`config.mk`:
```
export PLATFORM = sky130hd
export DESIGN_NAME = full_subtractor
export DESIGN_NICKNAME = d
export VERILOG_FILES = /design/src/rtl/full_subtractor.sv
export SDC_FILE = /design/constraint.sdc
export NUM_CORES = 1
export LEC_CHECK = 0
export BUFFER_PORTS_ARGS = -buffer_cell sky130_fd_sc_hd__buf_4
export CAP_MARGIN = 20
export CORE_MARGIN = 2
export CORE_UTILIZATION = 35
export CTS_CLUSTER_SIZE = 8
export DETAILED_ROUTE_END_ITERATION = 8
export MAX_ROUTING_LAYER = met4
export PLACE_DENSITY = 0.64
export SLEW_MARGIN = 20
export SYNTH_ARGS = -nofsm -noshare
export SYNTH_HDL_FRONTEND = slang
export SYNTH_SLANG_ARGS = --single-unit
```
`constraint.sdc`:
```
create_clock -name clk -period 4.5 [get_ports clk]
set_input_delay 0.225 -clock clk [delete_from_list [all_inputs] [get_ports clk]]
set_output_delay 0.225 -clock clk [all_outputs]
set_load 0.02 [all_outputs]
```
`src/rtl/full_subtractor.sv`:
```
// 1-bit full subtractor: combinational cell, one-cycle registered copy, and an
// LSB-first bit-serial engine that chains the cell over SERIAL_WIDTH valid cycles.
module full_subtractor #(
  parameter int SERIAL_WIDTH = 8
) (
  input  logic                    clk,
  input  logic                    rst_n,
  input  logic                    a,
  input  logic                    b,
  input  logic                    bin,
  output logic                    dif,
  output logic                    bor,
  input  logic                    in_valid,
  input  logic                    serial_en,
  input  logic                    serial_start,
  output logic                    dif_q,
  output logic                    bor_q,
  output logic                    out_valid,
  output logic [SERIAL_WIDTH-1:0] serial_result,
  output logic                    serial_borrow,
  output logic                    serial_done
);

  localparam int CNT_W = (SERIAL_WIDTH > 2) ? $clog2(SERIAL_WIDTH) : 1;
  localparam logic [CNT_W-1:0] CNT_LAST = CNT_W'(SERIAL_WIDTH - 1);
  localparam logic [CNT_W-1:0] CNT_ONE  = CNT_W'(1);

  logic                    reg_dif_q, reg_dif_d;
  logic                    reg_bor_q, reg_bor_d;
  logic                    out_valid_q, out_valid_d;
  logic [CNT_W-1:0]        cnt_q, cnt_d;
  logic                    brw_q, brw_d;
  logic [SERIAL_WIDTH-1:0] sr_q, sr_d;
  logic [SERIAL_WIDTH-1:0] result_q, result_d;
  logic                    sborrow_q, sborrow_d;
  logic                    done_q, done_d;

  logic                    step;
  logic                    cin;
  logic                    s_dif;
  logic                    s_bor;
  logic                    last_bit;
  logic [SERIAL_WIDTH-1:0] sr_shift;

  always_comb begin
    dif = a ^ b ^ bin;
    bor = (~a & b) | (~(a ^ b) & bin);
  end

  // The serial bit reuses the cell equations with the chained borrow as carry-in.
  always_comb begin
    step     = in_valid & serial_en;
    cin      = serial_start ? bin : brw_q;
    s_dif    = a ^ b ^ cin;
    s_bor    = (~a & b) | (~(a ^ b) & cin);
    sr_shift = {s_dif, sr_q[SERIAL_WIDTH-1:1]};
    last_bit = step & ~serial_start & (cnt_q == CNT_LAST);
  end

  always_comb begin
    reg_dif_d   = reg_dif_q;
    reg_bor_d   = reg_bor_q;
    out_valid_d = in_valid;
    cnt_d       = cnt_q;
    brw_d       = brw_q;
    sr_d        = sr_q;
    result_d    = result_q;
    sborrow_d   = sborrow_q;
    done_d      = last_bit;
    if (in_valid) begin
      reg_dif_d = dif;
      reg_bor_d = bor;
    end
    if (step) begin
      sr_d  = sr_shift;
      brw_d = s_bor;
      if (serial_start) begin
        cnt_d = CNT_ONE;
      end else if (last_bit) begin
        cnt_d = '0;
      end else begin
        cnt_d = cnt_q + CNT_ONE;
      end
    end
    if (last_bit) begin
      result_d  = sr_shift;
      sborrow_d = s_bor;
    end
  end

  always_ff @(posedge clk or negedge rst_n) begin
    if (!rst_n) begin
      reg_dif_q   <= 1'b0;
      reg_bor_q   <= 1'b0;
      out_valid_q <= 1'b0;
      cnt_q       <= '0;
      brw_q       <= 1'b0;
      sr_q        <= '0;
      result_q    <= '0;
      sborrow_q   <= 1'b0;
      done_q      <= 1'b0;
    end else begin
      reg_dif_q   <= reg_dif_d;
      reg_bor_q   <= reg_bor_d;
      out_valid_q <= out_valid_d;
      cnt_q       <= cnt_d;
      brw_q       <= brw_d;
      sr_q        <= sr_d;
      result_q    <= result_d;
      sborrow_q   <= sborrow_d;
      done_q      <= done_d;
    end
  end

  assign dif_q         = reg_dif_q;
  assign bor_q         = reg_bor_q;
  assign out_valid     = out_valid_q;
  assign serial_result = result_q;
  assign serial_borrow = sborrow_q;
  assign serial_done   = done_q;

endmodule

```
# == Yosys cells after proc, flatten, opt, wreduce, memory -nomap -nowiden ==
# Cells that the tools add are included.
# totals
ff_bits,25
inputBits,8
out_inout_bits,15
# classes
n_addsub,1
n_eq_ne,1
n_mux,3
bitwise_logic,14
# op_table
op,count
1-bit bitwise AND,6
3-bit two-way mux,2
"3-bit by 1-bit adder with 3-bit output, second input constant",1
"3-bit == test, second input constant",1
1-bit inverter,3
1-bit XOR,3
1-bit bitwise OR,2
1-bit two-way mux,1

# == Depth between registers and ports, before layout ==
# depth
depth_word,5
ltp_mapped,5
depth_no_buf,4

# == Least setup slack after synthesis ==
# OpenSTA, ideal clock, no wires.
# synth_path
kind,register to register
from,reg cnt_q[0]
to,"reg sborrow_q, in the netlist serial_borrow"
arrival_ns,1.319
path_slack_ns,3.056
path_stages_with_launch,6
path_cell_list,dfrtp_1 ha_1 ha_1 nand4b_1 buf_6 mux2_4
# synth_between
elab_chain_cells,2
# synth_rtl
item,line,source
"start, declared",31,"logic [CNT_W-1:0] cnt_q, cnt_d;"
"start signal, assigned",106,cnt_q <= cnt_d;
3-bit == test,57,last_bit = step & ~serial_start & (cnt_q == CNT_LAST);
1-bit bitwise AND,57,
"end signal, assigned",110,sborrow_q <= sborrow_d;
"end, declared",35,"logic sborrow_q, sborrow_d;"
# Every way passes these cells.
# A chain may end at the register's enable or synchronous reset.

# == Worst setup path in the final report ==
# layout_path
from,reg cnt_q[0]
to,"reg result_q[3], in the netlist serial_result[3]"
# layout_between
elab_chain_cells,2
# layout_rtl
item,line,source
3-bit == test,57,
1-bit bitwise AND,57,
"end signal, assigned",109,result_q <= result_d;
"end, declared",34,"logic [SERIAL_WIDTH-1:0] result_q, result_d;"
# Every way passes these cells.

==> flow_summary.yaml <==
outcome:
  status: "complete, no violations"
synth:
  yosysWarnings: 0
  synthesis.area_mm2: 0.00103
  synthesis.nets: 75
  yosysTopAreaCell: "dfrtp_1"
  yosysSeqAreaShare_pct: 58.5
  netlist_instances: 63
  ys_types: 13
  synth_top_area_share_pct: 58.5
  synth-seq-cells: 24
  syn_avg_cell_area_um2: 16.3
  yosys-top-cells-area: "dfrtp_1, mux2_2, mux2_4"
worst_setup_path:
  crit_fanout: 10
  cp-start-kind: "flop"
  critical_path_required_ns: 4.71
  worst_setup_path_end_kind: "flop"
  critPathArrivalTime_ns: 2.15
  critPathKind: "flop to flop"
pwr:
  power.net_switching_mw: 0.184
  combPwrFrac_pct: 28.3
  switching_share_pct: 27.7
  p_leak_nw: 0.666
  ir_worst_vdd_uv: 347
  intPower_mw: 0.480
  power.density_mw_per_mm2: 523
  seqPwrFrac_pct: 48.3
  clkPwrFrac_pct: 23.3
timing:
  report.final.slew_viol_count: 0
  fmax_mhz: 516
  slew_headroom_pct: 51.8
  clock_skew_ns: 0.00406
  finalSetupTns_ns: 0
  tightestPinTransition_ns: 0.720
  setup_viol: 0
  hold_viol: 0
  min_period_ns: 1.94
  post-route-period-util_pct: 43.1
  grt_setup_unrepaired: "no"
place:
  port_buffers: 22
  finalWeightedCongestion: 0.753
floorplanning:
  die-area_mm2: 0.00338
  io_pins: 23
  core_mm2: 0.00278
  fp.dieH_um: 58.1
  start_util_pct: 36.9
  die_w_um: 58.1
  rows: 19
route:
  antenna_left: 0
  routedWlPerCell_um: 13.3
  via_per_inst: 4.87
  drcViolationCount: 0
  wirelength_mm: 1.59
  vias: 580
  first_iter_violations: 6
  drt_first_pass_iters: 4
finish:
  nets: 101
  fin_util_pct: 45.7
  seqCellArea_um2: 601
  area_growth_pct: 23.8
  drive_gt1_share_pct: 52.3
  multi_input_area_um2: 384
  n_antenna_cell: 0
  fill_cells: 245
grt:
  grt_pass1_vias: 628
  grt_max_degree: 25
  overflow: 0
  grt_pass1_wl_mm: 2.75
  antenna_found_initial: 0
  track_usage_pct: 11.2
clock_network:
  cts_tree: "done"
  cts_resized: 0
  cts-buffers-inserted: 3
  clk_pin_slew_ns: 0.13
  clock_path_buffers: 2
  cts_setup_buffers: 0
  clk_latency_ns: 0.31
  htree_levels: 1
  root_buffer: "clkbuf_4"
  postCtsHoldBufs: 1
  cts_sinks: 24
flow_run:
  drv_cap: 0
worst_hold_path:
  min-delay-path-class: "primary input to flop"
final timing paths:
check	startpoint	endpoint	slack [ns]	depth (start not counted)
hold / removal	in_valid	out_valid	0.06	1
max in group asynchronous	rst_n	cnt_q[2]	3.95	2
min in group asynchronous	rst_n	serial_done	0.32	2
setup / recovery	cnt_q[0]	serial_result[3]	2.56	4
setup reg to reg	cnt_q[0]	serial_result[3]	2.56	4
hold reg to reg	cnt_q[2]	cnt_q[2]	0.51	1
flip-flops by register name, summed over array words and instances (netlist names):
register and flops:
dif_q 1, serial_borrow 1, serial_done 1, cnt_q 3, bor_q 1, sr_q 7, brw_q 1, serial_result 8
out_valid 1
layout make-up:
| type | instances | share of cell area [%] |
|---|---|---|
| clock inverters | 1 | 2.36 |
| flip-flops and latches | 24 | 47.3 |
| inverters | 5 | 1.48 |
| well taps | 31 | 3.05 |
| clock buffers | 3 | 1.77 |
| multi-input cells | 32 | 30.2 |
| repair buffers | 23 | 13.8 |
worst max-delay path, stage by stage, from the launching register on:
cell,delay (ns)
dfrtp_1,0.39
ha_1,0.16
ha_1,0.19
nand4b_1,0.59
mux2_4,0.52
cell usage after synthesis (all sizes together):
cell type   n
fa          2
buf         2
nand2       1
dfrtp      24
inv         5
nor2b       1
mux2i       2
o2bb2ai     1
mux2       20
ha          2
nand4b      2
o21bai      1
layout by cell type (no fill, tap or decap), drive strengths merged:
cell | netlist | routed
o21bai | 1 | 1
dfrtp | 24 | 24
mux2 | 20 | 20
mux2i | 2 | 2
fa | 2 | 2
nor2b | 1 | 1
buf | 2 | 22
nand4b | 2 | 2
bufinv | 0 | 1
ha | 2 | 2
nand2 | 1 | 1
inv | 5 | 5
o2bb2ai | 1 | 1
dlygate4sd3 | 0 | 1
clkbuf | 0 | 3
cell families (layout without fill, tap and decap cells):
logic type               after synthesis  in the layout  synth area share, %
multiplexers                          22             22                 26.8
AND/OR/NAND/NOR                        4              4                 2.68
buffers and inverters                  7             32                 4.02
AO/OA/AOI/OAI                          2              2                 1.59
adder cells (fa/ha/maj)                4              4                 6.34
flip-flops                            24             24                 58.5
per-stage QoR:
stage                     area, um^2  std cells  hold WS [ns]  worst slack [ns]  power (mW)
after floorplan                 1030         63       -0.0706              3.06       0.443
after detailed placement        1210        114         0.143              2.55       0.519
after global routing            1270        119        0.0441              2.46       0.708
final                           1270        119        0.0618              2.56       0.665
after CTS                       1270        119        0.0479              2.54       0.677
after global placement          1210        114         0.135              2.64       0.512
power groups by stage:
stage                     Sequential [mW]  Clock, mW  Combinational [mW]
after detailed placement            0.328          0               0.191
after global placement              0.326          0               0.186
after global routing                0.332      0.168               0.208
after floorplan                     0.348          0              0.0952
after CTS                           0.323      0.162               0.192
final                               0.321      0.155               0.188
per-layer routing:
| metal | track usage (%) | part of all wire, % |
|---|---|---|
| met5 | - | 0 |
| met3 | 5.13 | 9.0 |
| met4 | 1.99 | 0 |
| met2 | 17.9 | 46 |
| met1 | 13.3 | 45 |
Note: power is estimated with default switching activity, not from simulation.
